==> src/rtl/vend_pkg.sv <==
// Shared coin codes, FSM state encoding and coin helpers for the multi-product vending controller.
package vend_pkg;

  localparam logic [1:0] COIN_NONE = 2'b00;
  localparam logic [1:0] COIN_5    = 2'b01;
  localparam logic [1:0] COIN_10   = 2'b10;
  localparam logic [1:0] COIN_20   = 2'b11;

  localparam int unsigned COIN_VAL_W = 5;

  typedef enum logic [1:0] {
    ST_COLLECT = 2'd0,
    ST_VEND    = 2'd1,
    ST_CHANGE  = 2'd2
  } state_t;

  function automatic logic [COIN_VAL_W-1:0] coin_value(input logic [1:0] code);
    case (code)
      COIN_5:  return 5'd5;
      COIN_10: return 5'd10;
      COIN_20: return 5'd20;
      default: return 5'd0;
    endcase
  endfunction

  // Greedy pick: largest coin not exceeding the remaining credit.
  function automatic logic [1:0] largest_coin(input logic [31:0] bal);
    if (bal >= 32'd20)      return COIN_20;
    else if (bal >= 32'd10) return COIN_10;
    else if (bal >= 32'd5)  return COIN_5;
    else                    return COIN_NONE;
  endfunction

endpackage

==> src/rtl/vend_change_gen.sv <==
// Combinational greedy change picker: coin code and value of the next change coin.
module vend_change_gen
  import vend_pkg::*;
#(
  parameter int unsigned BAL_W = 8
) (
  input  logic [BAL_W-1:0] i_balance,
  output logic [1:0]       o_change_coin,
  output logic [BAL_W-1:0] o_coin_val
);

  logic [1:0] w_coin;

  assign w_coin        = largest_coin(32'(i_balance));
  assign o_change_coin = w_coin;
  assign o_coin_val    = BAL_W'(coin_value(w_coin));

endmodule

==> src/rtl/vend_ctrl_multi.sv <==
// Multi-product coin vending controller: collects credit, vends by index, pays back
// change one coin per cycle (largest first), supports cancel/refund and overflow reject.
module vend_ctrl_multi
  import vend_pkg::*;
#(
  parameter int unsigned              BAL_W       = 8,
  parameter int unsigned              N_PROD      = 4,
  parameter int unsigned              SEL_W       = 2,
  parameter logic [N_PROD*BAL_W-1:0]  PRICES      = {8'd40, 8'd25, 8'd10, 8'd15},
  parameter bit                       AUTO_CHANGE = 1'b1
) (
  input  logic             clk,
  input  logic             rst,
  input  logic             coin_valid,
  input  logic [1:0]       coin,
  input  logic             sel_valid,
  input  logic [SEL_W-1:0] sel,
  input  logic             cancel,
  output logic [BAL_W-1:0] balance,
  output logic             busy,
  output logic             coin_reject,
  output logic             sel_err,
  output logic             vend_valid,
  output logic [SEL_W-1:0] vend_id,
  output logic             change_valid,
  output logic [1:0]       change_coin
);

  function automatic bit prices_ok();
    logic [BAL_W-1:0] p;
    for (int unsigned i = 0; i < N_PROD; i++) begin
      p = PRICES[i*BAL_W +: BAL_W];
      if (p == '0 || (p % BAL_W'(5)) != '0) return 1'b0;
    end
    return 1'b1;
  endfunction

  if (!prices_ok()) begin : g_bad_prices
    $error("vend_ctrl_multi: every price must be a nonzero multiple of 5");
  end
  if ((2 ** SEL_W) < N_PROD || N_PROD < 1) begin : g_bad_sel_w
    $error("vend_ctrl_multi: need N_PROD >= 1 and 2**SEL_W >= N_PROD");
  end

  state_t           r_state;
  logic [BAL_W-1:0] r_balance;
  logic             r_busy;
  logic             r_coin_reject;
  logic             r_sel_err;
  logic             r_vend_valid;
  logic [SEL_W-1:0] r_vend_id;
  logic             r_change_valid;
  logic [1:0]       r_change_coin;

  logic [BAL_W-1:0] w_coin_val;
  logic [BAL_W:0]   w_sum;
  logic             w_coin_nz;
  logic             w_coin_fit;
  logic [BAL_W-1:0] w_bal_post;
  logic             w_sel_ok;
  logic [SEL_W-1:0] w_sel_idx;
  logic [BAL_W-1:0] w_price;
  logic [BAL_W-1:0] w_chg_src;
  logic [1:0]       w_chg_coin;
  logic [BAL_W-1:0] w_chg_val;
  logic [BAL_W-1:0] w_chg_rem;
  logic             w_chg_more;

  // Coin add is one bit wider so an overflowing coin can be detected and bounced.
  assign w_coin_val = BAL_W'(coin_value(coin));
  assign w_sum      = {1'b0, r_balance} + (BAL_W+1)'(w_coin_val);
  assign w_coin_nz  = coin_valid && (coin != COIN_NONE);
  assign w_coin_fit = !w_sum[BAL_W];
  assign w_bal_post = (w_coin_nz && w_coin_fit) ? w_sum[BAL_W-1:0] : r_balance;

  assign w_sel_ok  = (32'(sel) < N_PROD);
  assign w_sel_idx = w_sel_ok ? sel : '0;
  assign w_price   = PRICES[32'(w_sel_idx)*BAL_W +: BAL_W];

  // A refund from COLLECT pays out of the post-coin credit; otherwise the stored credit.
  assign w_chg_src  = (r_state == ST_COLLECT) ? w_bal_post : r_balance;
  assign w_chg_rem  = w_chg_src - w_chg_val;
  assign w_chg_more = (w_chg_rem != '0);

  vend_change_gen #(.BAL_W(BAL_W)) u_change_gen (
    .i_balance     (w_chg_src),
    .o_change_coin (w_chg_coin),
    .o_coin_val    (w_chg_val)
  );

  always_ff @(posedge clk) begin
    if (rst) begin
      r_state        <= ST_COLLECT;
      r_balance      <= '0;
      r_busy         <= 1'b0;
      r_coin_reject  <= 1'b0;
      r_sel_err      <= 1'b0;
      r_vend_valid   <= 1'b0;
      r_vend_id      <= '0;
      r_change_valid <= 1'b0;
      r_change_coin  <= COIN_NONE;
    end else begin
      r_coin_reject  <= 1'b0;
      r_sel_err      <= 1'b0;
      r_vend_valid   <= 1'b0;
      r_change_valid <= 1'b0;
      r_change_coin  <= COIN_NONE;
      case (r_state)
        ST_COLLECT: begin
          r_balance     <= w_bal_post;
          r_coin_reject <= w_coin_nz && !w_coin_fit;
          if (cancel) begin
            if (w_bal_post != '0) begin
              r_change_valid <= 1'b1;
              r_change_coin  <= w_chg_coin;
              r_balance      <= w_chg_rem;
              r_state        <= w_chg_more ? ST_CHANGE : ST_COLLECT;
              r_busy         <= w_chg_more;
            end
          end else if (sel_valid) begin
            if (!w_sel_ok || (w_bal_post < w_price)) begin
              r_sel_err <= 1'b1;
            end else begin
              r_balance    <= w_bal_post - w_price;
              r_vend_id    <= sel;
              r_vend_valid <= 1'b1;
              r_state      <= ST_VEND;
              r_busy       <= 1'b1;
            end
          end
        end
        ST_VEND: begin
          r_coin_reject <= w_coin_nz;
          if (AUTO_CHANGE && (r_balance != '0)) begin
            r_change_valid <= 1'b1;
            r_change_coin  <= w_chg_coin;
            r_balance      <= w_chg_rem;
            r_state        <= w_chg_more ? ST_CHANGE : ST_COLLECT;
            r_busy         <= w_chg_more;
          end else begin
            r_state <= ST_COLLECT;
            r_busy  <= 1'b0;
          end
        end
        ST_CHANGE: begin
          r_coin_reject <= w_coin_nz;
          if (r_balance != '0) begin
            r_change_valid <= 1'b1;
            r_change_coin  <= w_chg_coin;
            r_balance      <= w_chg_rem;
            r_state        <= w_chg_more ? ST_CHANGE : ST_COLLECT;
            r_busy         <= w_chg_more;
          end else begin
            r_state <= ST_COLLECT;
            r_busy  <= 1'b0;
          end
        end
        default: begin
          r_state <= ST_COLLECT;
          r_busy  <= 1'b0;
        end
      endcase
    end
  end

  assign balance      = r_balance;
  assign busy         = r_busy;
  assign coin_reject  = r_coin_reject;
  assign sel_err      = r_sel_err;
  assign vend_valid   = r_vend_valid;
  assign vend_id      = r_vend_id;
  assign change_valid = r_change_valid;
  assign change_coin  = r_change_coin;

endmodule

==> config.mk <==
export PLATFORM = sky130hd
export DESIGN_NAME = vend_ctrl_multi
export DESIGN_NICKNAME = d
export VERILOG_FILES = /design/src/rtl/vend_pkg.sv /design/src/rtl/vend_change_gen.sv /design/src/rtl/vend_ctrl_multi.sv
export SDC_FILE = /design/constraint.sdc
export NUM_CORES = 1
export LEC_CHECK = 0
export CORE_MARGIN = 2
export CORE_UTILIZATION = 45
export DETAILED_ROUTE_END_ITERATION = 10
export PLACE_DENSITY = 0.68
export RECOVER_POWER = 25
export SYNTH_ARGS = -nofsm -noshare
export SYNTH_HDL_FRONTEND = slang
export SYNTH_HIERARCHICAL = 1
export SYNTH_SLANG_ARGS = --single-unit
==> constraint.sdc <==
create_clock -name clk -period 5.2 [get_ports clk]
set_input_delay 0.52 -clock clk [delete_from_list [all_inputs] [get_ports clk]]
set_output_delay 0.52 -clock clk [all_outputs]
set_load 0.01 [all_outputs]
==> results.md, run 1 <==
Floorplanning:
- The number of standard-cell rows in the floorplan is 26.
- For this configuration, the core starts out at a cell density of 0.4707.
- After floorplanning, the core was sized to cover 0.005172 mm^2.
- The I/O pin count is 26.
- The full die area is between 0.006 and 0.007 mm^2.
- The die outline width is 77.56 um.
- The die height is 77.56 um.

Timing:
- Headroom to the max-slew limit came out at 0.6178.
- The clock arrives with 1.759 ps of skew.
- Based on the critical path, the design can be clocked at up to about 210 MHz.
- Setup repair after global routing left no endpoint under its margin.
- The minimum clock period after layout is 4798 ps.
- The final setup violation count is 0.
- Dividing the final minimum period by the clock period gives 0.9227.
- The max-slew violation total from the final report is 0.
- The post-route worst hold slack is approximately 500 ps.
- The final hold violation count is 0.
- The transition time at the pin with the least slew margin is 569.4 ps.

GRT:
- The initial antenna violation count is 0.
- The first global-routing pass estimated approximately 12000 um of wire.
- The pin count of the biggest net entering global routing is 16.
- Global routing finished with a remaining overflow of 0.
- The via count of the first global-routing pass is between 2000 and 3000.
- Across every metal layer, demand over resource in global routing totals 0.2483.

Drt:
- The routed via count divided by cell count is 5.940.
- After the first detailed-routing iteration, the DRC count stood at roughly 180.
- The final routed wirelength across all metal layers is 7406 um.
- The per-cell routed wire length is 15.93 um.
- The residual DRC count is 0.
- Detailed routing inserted a total of roughly 2800 vias.
- The number of detailed-routing iterations run before antenna repair is 4.
- The number of nets with antenna violations after routing is 0.

Flow run:
- The number of max-cap violations is 0.

Finish:
- The final antenna diode count is 0.
- The post-layout instance count excluding filler cells is approximately 470.
- The final core area utilization is 0.6338.
- The most frequent standard cell in the layout excluding fill and tap cells is buf_4.
- The final layout contains 425 nets.
- In the final layout, the share of cells above drive strength 1 is 0.2557.
- From synthesis to final layout, the design area changed by 34.63%.
- Leaving out fill and tap cells, the most frequent cells in the layout are buf_4, nor2_1, nand2_1, inv_1, dfxtp_1.
- The number of fill cells is 461.

Yosys:
- In this run, synthesis produced a sequential element count of 19.
- For this run, the leading register cell type out of synthesis is dfxtp_1.
- The number of standard cells after synthesis is 325.
- A synthesized cell averages 7.492 um^2.
- Of the synthesized area, sequential elements account for 0.1562.
- The area share of the largest cell type after synthesis is 0.1562.
- For this run, the number of Yosys warnings is 6.
- In the synthesized netlist the async set-or-reset flop fraction comes to 0.
- The synthesized area is 0.002435 mm^2.
- The count of flip-flops with a built-in enable after synthesis is 0.
- Of all cell types, the one taking the most synthesized area is dfxtp_1.
- The distinct cell type count after synthesis is 73.
- Sorting the synthesized cells by area gives the leading types as dfxtp_1, ha_1, nor2_1, nand2_1, inv_1.

CTS:
- The clock sink count is 19.
- The tree is rooted in a clkbuf_8.
- In this run the number of H-tree levels came out at 1.
- The clock reaches the later pin of the worst-skew pair after 270 ps.
- The clock tree from TritonCTS is yes.
- Clock-pin slew was measured on the worst setup and hold paths at 80 ps.
- In this run, CTS created clock tree buffers numbering 3.
- In this run the deepest clock path goes through 2 buffers.
- After clock tree synthesis, the flow added hold-fix buffers numbering 0.

Place:
- The port buffer count is 25.
- The congestion estimate from routability-driven global placement came to 0.9635.
- After detailed placement, the design holds a cell count of 457.
- The wire-length estimate of the detail-placed layout is 5747 um.

Worst setup path:
- The startpoint-to-endpoint class of the critical path is in -> reg.
- Along the worst path, the maximum fanout reaches 8.
- The worst setup path is captured at a flop.
- The worst setup path is launched from an input port.
- The required time of the critical path is 5340 ps.
- For the worst setup path, the data arrival time is slightly below 5000 ps.

Outcome:
- The flow ran to the end, and the final reports show no timing, DRC or antenna violations.

Min path:
- In this run the worst hold path is classified as reg -> reg.

Pwr:
- The worst-case IR drop observed on VDD is roughly 0.36 mV.
- The areal power density over the cells is approximately 700 mW/mm^2.
- The static leakage is 1.401 nW.
-- final timing paths --
check | startpoint | to | slack [ps] | cells after the start
worst min register to register | r_state[0]$_SDFFE_PP0P_ | r_state[0]$_SDFFE_PP0P_ | 500 | 2
worst max-delay path | coin[0] | busy$_SDFFE_PP0P_ | 400 | 24
worst max register to register | balance[1]$_SDFFE_PP0P_ | busy$_SDFFE_PP0P_ | 530 | 22
worst min-delay path | r_state[0]$_SDFFE_PP0P_ | r_state[0]$_SDFFE_PP0P_ | 500 | 2
-- flip-flops by register name (all words and copies together) (netlist names) --
signal	flops
sel_err	1
vend_valid	1
busy	1
vend_id	2
change_valid	1
change_coin	2
balance	8
coin_reject	1
r_state	2
-- cell usage after synthesis (all sizes together) (9+ instances only) --
library cell / count
a21oi: 13
a31oi: 9
buf: 9
clkbuf: 9
dfxtp: 19
ha: 18
inv: 20
nand2: 24
nor2: 35
o21a: 9
o21ai: 20
-- worst max-delay path, stage by stage --
cell and delay, ps:
dlymetal6s2s_1 180, or2b_1 270, xnor2_1 170, ha_2 190
nand2_1 80, and4b_2 260, o21ai_4 280, mux2i_2 300
a21o_1 190, inv_1 80, or3_1 370, a21oi_2 150
o21ai_1 90, inv_1 80, ha_1 240, nor2b_1 130
o21a_1 190, buf_4 150, nor3_4 150, o2111ai_2 170
nor4_4 350, a31oi_4 140, o311ai_2 90, o311ai_1 130
-- per-layer routing --
layer  wire, um  global-route usage  up-vias
li1           -                   -     1352
met1       3210              0.3214     1309
met2       3630              0.4374       85
met3        420             0.02558       16
met4        144             0.06786        0
met5          0                   0        -
-- metrics by stage --
step | power [mW] | TNS, ps | setup WS [ps] | area, um^2
2_1_floorplan | 1.298 | 0 | 139.5 | 2442
3_3_place_gp | 1.936 | -434.7 | -170.4 | 3073
3_5_place_dp | 1.945 | -883.1 | -290.2 | 3073
4_1_cts | 2.070 | 0 | 23.22 | 3134
5_1_grt | 2.491 | 0 | 37.00 | 3278
6_report | 2.291 | 0 | 402.1 | 3278
-- final cells by class --
cell class,count,area [um^2],share of cell area
Clock buffer,3,41.29,0.01260
Timing Repair Buffer,82,683.2,0.2084
Inverter,21,78.83,0.02405
Clock inverter,1,5.005,0.001527
Multi-Input combinational cell,269,2002,0.6107
Tap cell,70,87.58,0.02672
Sequential cell,19,380.4,0.1160
-- cell families (layout without fill, tap and decap cells) --
| kind of cell | Yosys count | after routing | share of synthesized area |
|---|---|---|---|
| xor gates and xnor gates | 11 | 11 | 0.03957 |
| DFF | 19 | 19 | 0.1562 |
| muxes | 9 | 9 | 0.03957 |
| and+or+nand+nor | 119 | 119 | 0.2590 |
| buffers and inverters | 39 | 107 | 0.07554 |
| adders and majority gates | 20 | 20 | 0.1089 |
| AOI/OAI and AO/OA | 107 | 107 | 0.3196 |
| other | 1 | 3 | 0.001540 |
-- report_power, final --
group / total, mW / internal [mW] / switching (mW)
Combinational: 1.94 / 0.928 / 1.01
Sequential: 0.244 / 0.191 / 0.0528
Clock: 0.112 / 0.0536 / 0.0580
Total: 2.29 / 1.17 / 1.12
-- timing repair --
| action | in CTS | in global routing |
|---|---|---|
| hold endpoints to repair | 0 | 0 |
| cloned | 0 | 0 |
| buffers inserted | 0 | 4 |
| endpoints found under the setup margin | 2 | 6 |
| pin swaps | 0 | 13 |
| gates resized for setup | 2 | 27 |
Power figures use the tool's default switching activity.
==> run 2: changes to the inputs <==
CORE_ASPECT_RATIO = 1.75   (was unset)
==> run 2 against run 1 <==
  * Combinational power shrank 8%
  * Cell area is 2.3% lower
  * First-iteration DRC count is 17% lower
  * Die area rose by 0.39%
  * Flip-flop and latch count is the same
  * Non-clock buffer count fell by 3
  * Utilization decreased by 2.4 points
  * Largest cell class unchanged
  * Largest power group unchanged
==> results.md, run 2 (synthesis results as in run 1) <==
GRT:
- The pin count of the biggest net entering global routing is 20 (+4).
- The via count of the first global-routing pass is 2666 (+1.0%).
- The total congestion overflow was 0 (unchanged).
- The global-route total usage across every layer is 0.2658 (+0.01755).
- The initial antenna violation count is 0 (unchanged).
- The first-pass GRT wire length came to 12360 um (+1.0%).

Worst setup path:
- The maximum fanout along the worst path is 7 (-1).
- The critical path is of the in -> reg type.
- In this run the critical register-to-register path is launched from balance[0]$_SDFFE_PP0P_.
- The data arrival time of the critical path is 4920 ps (-20 ps).
- The worst setup path is captured at a flop.
- The number of cells on the worst reg-to-reg path is 22 (unchanged).
- The worst setup path is launched from an input port.
- The register-to-register setup slack is 560 ps (+30 ps).
- The required time of the critical path is 5350 ps (about the same).
- The endpoint of the worst register-to-register path is busy$_SDFFE_PP0P_.
- The signal on the critical path passes through dlymetal6s2s_1 -> or2b_1 -> xnor2_2 -> ha_2 -> nand2_1 -> and4b_2 -> o21ai_4 -> mux2i_2 -> a21o_1 -> inv_1 -> or3_1 -> a21oi_1 -> o21ai_1 -> inv_1 -> ha_1 -> nor2b_1 -> o21a_1 -> buf_4 -> o211ai_1 -> o311ai_2 -> nor4_2 -> a31oi_2 -> o311ai_1 -> o311ai_1.
- The delay of the slowest cell on the worst path was 340 ps (-30 ps).
- The slowest cell on the critical path is or3_1.

Floorplanning:
- The number of standard-cell rows in the floorplan is 35 (+35%).
- The die height came to 101.3 um (+31%).
- The die outline width is 59.61 um (-23%).
- The full die area is 0.006038 mm^2 (+0.39%).
- The core box area came to 0.005255 mm^2 (+1.6%).
- The I/O pin count is 26 (unchanged).
- The effective utilization at floorplan came to 0.4633 (-0.007397).

Timing:
- The final setup violation count is 0 (unchanged).
- The post-route worst hold slack is 509.9 ps (+10.96 ps).
- The period utilization was 0.9190 (-0.003670).
- The max-slew violation total from the final report is 0 (unchanged).
- The tightest slew margin relative to the limit is 0.5388 (-0.07907).
- The timing-limited maximum frequency is 209.3 MHz (+0.40%).
- The clock skew after layout is 9.878 ps (+8.118 ps).
- The final worst setup slack is 421.2 ps (+19.08 ps).
- The minimum clock period after layout is 4779 ps (-19.08 ps).
- The total negative slack for setup checks came to 0 ps (unchanged).
- Setup repair after global routing left no endpoint under its margin.
- The transition time at the pin with the least slew margin is 691.9 ps (+122.4 ps).
- The final hold violation count was 0 (unchanged).

Min path:
- The depth of the worst hold-timing path came to 2 (unchanged).
- The path class of the tightest hold or removal check is reg -> reg.
- The sink of the worst hold path is r_state[0]$_SDFFE_PP0P_.
- The launch point of the worst hold path is r_state[0]$_SDFFE_PP0P_.

Place:
- The port buffer count is 25 (unchanged).
- The placed wire-length estimate is 6209 um (+8.0%).
- The cell area reported after detailed placement is 0.003024 mm^2 (-1.6%).
- The post-placement cell count is 438 (-4.2%).
- The worst setup timing slack at the placement stage came to -273.3 ps (+16.93 ps).
- The routability congestion estimate is 0.9610 (-0.26%).

Drt:
- The per-cell routed wire length was 17.14 um (+7.6%).
- The total vias in the final route is 2759 (-0.11%).
- The starting DRC count in detailed routing is 152 (-17%).
- The final routed wirelength across all metal layers is 7661 um (+3.4%).
- The routed via count divided by cell count is 6.172 (+3.9%).
- The number of nets with antenna violations after routing is 0 (unchanged).
- The residual DRC count came to 0 (unchanged).
- The number of detailed-routing iterations run before antenna repair is 5 (+1).

Finish:
- The fraction of final layout cells with drive strength greater than 1 is 0.2398 (-0.01590).
- The area growth from synthesis to layout is 31.50%.
- The post-layout instance count excluding filler cells is 447 (-3.9%).
- The final non-filler cell area is 0.003202 mm^2 (-2.3%).
- Leaving out fill and tap cells, the most frequent cell in the layout is buf_4.
- The final core area utilization is 0.6093 (-0.02448).
- The total number of nets in the final design is 422 (-0.71%).
- In the layout the commonest cells are buf_4, nor2_1, nand2_1, inv_1, dfxtp_1.
- The final antenna diode count is 0 (unchanged).
- The number of flip-flops under the largest register name came to 8 (unchanged).

CTS:
- The maximum buffer depth of the clock tree came to 2 (unchanged).
- The clock tree from TritonCTS is yes.
- The latest clock arrival within the worst-skew pair is 270 ps (about the same).
- The cell at the root of the clock tree is clkbuf_8.
- The total clock buffers created by CTS was 3 (unchanged).
- The maximum level of the CTS H-tree came to 1 (unchanged).
- The hold buffer count at CTS was 0 (unchanged).
- The clock sink count is 19 (unchanged).
- The clock-pin slew reported for the worst setup and hold paths after clock tree synthesis is 90 ps (about the same).

Outcome:
- The run finished with clean final reports.

Pwr:
- The largest vdd supply drop is 0.5004 mV (+40%).
- The power after layout is 2.136 mW (-6.8%).
- The static leakage was 1.378 nW (-1.6%).
- The areal power density over the cells came to 667.0 mW/mm^2 (-4.6%).

Flow run:
- The number of max-cap violations is 0 (unchanged).
==> run 2: timing repair <==
action                     in CTS  in global routing
resized for setup               2                 20
setup endpoints to repair       2                  4
pin swaps                       0                 16
setup buffers                   0                  5
==> run 2: worst max-delay path, delay by kind of cell <==
| kind | cells | cell delay (ps) |
|---|---|---|
| buffers and inverters | 4 | 400 |
| AOI/OAI and AO/OA | 10 | 1650 |
| adders and majority gates | 2 | 420 |
| muxes | 1 | 310 |
| and+or+nand+nor | 6 | 1410 |
| xor gates and xnor gates | 1 | 180 |
==> run 2: worst max-delay path by stage <==
stage	from	to	slack, ps	cells past startpoint
2_1_floorplan	coin[1]	busy$_SDFFE_PP0P_	140	22
3_3_place_gp	coin[1]	busy$_SDFFE_PP0P_	-210	23
3_5_place_dp	coin[0]	busy$_SDFFE_PP0P_	-270	22
4_1_cts	coin[1]	balance[7]$_SDFFE_PP0P_	40	22
5_1_grt	coin[0]	busy$_SDFFE_PP0P_	120	24
6_report	coin[0]	busy$_SDFFE_PP0P_	420	24
==> run 2: power breakdown <==
part	internal (mW)	switching (mW)
Sequential	0.191	0.0562
Combinational	0.857	0.919
Clock	0.0536	0.0590
Total	1.10	1.03
==> run 2: cell type report <==
type	instances	area, um^2
Clock buffer	3	41.29
Clock inverter	1	5.005
Fill cell	477	2053
Inverter	21	78.83
Multi-Input combinational cell	269	1967
Sequential cell	19	380.4
Tap cell	55	68.82
Timing Repair Buffer	79	660.6
==> run 2: routing by layer <==
layer,track usage,up-vias,share of wire
met5,0,-,0
met4,0.1590,0,0.057
met3,0.01660,28,0.032
met2,0.4987,80,0.56
met1,0.2751,1306,0.35
li1,-,1345,-
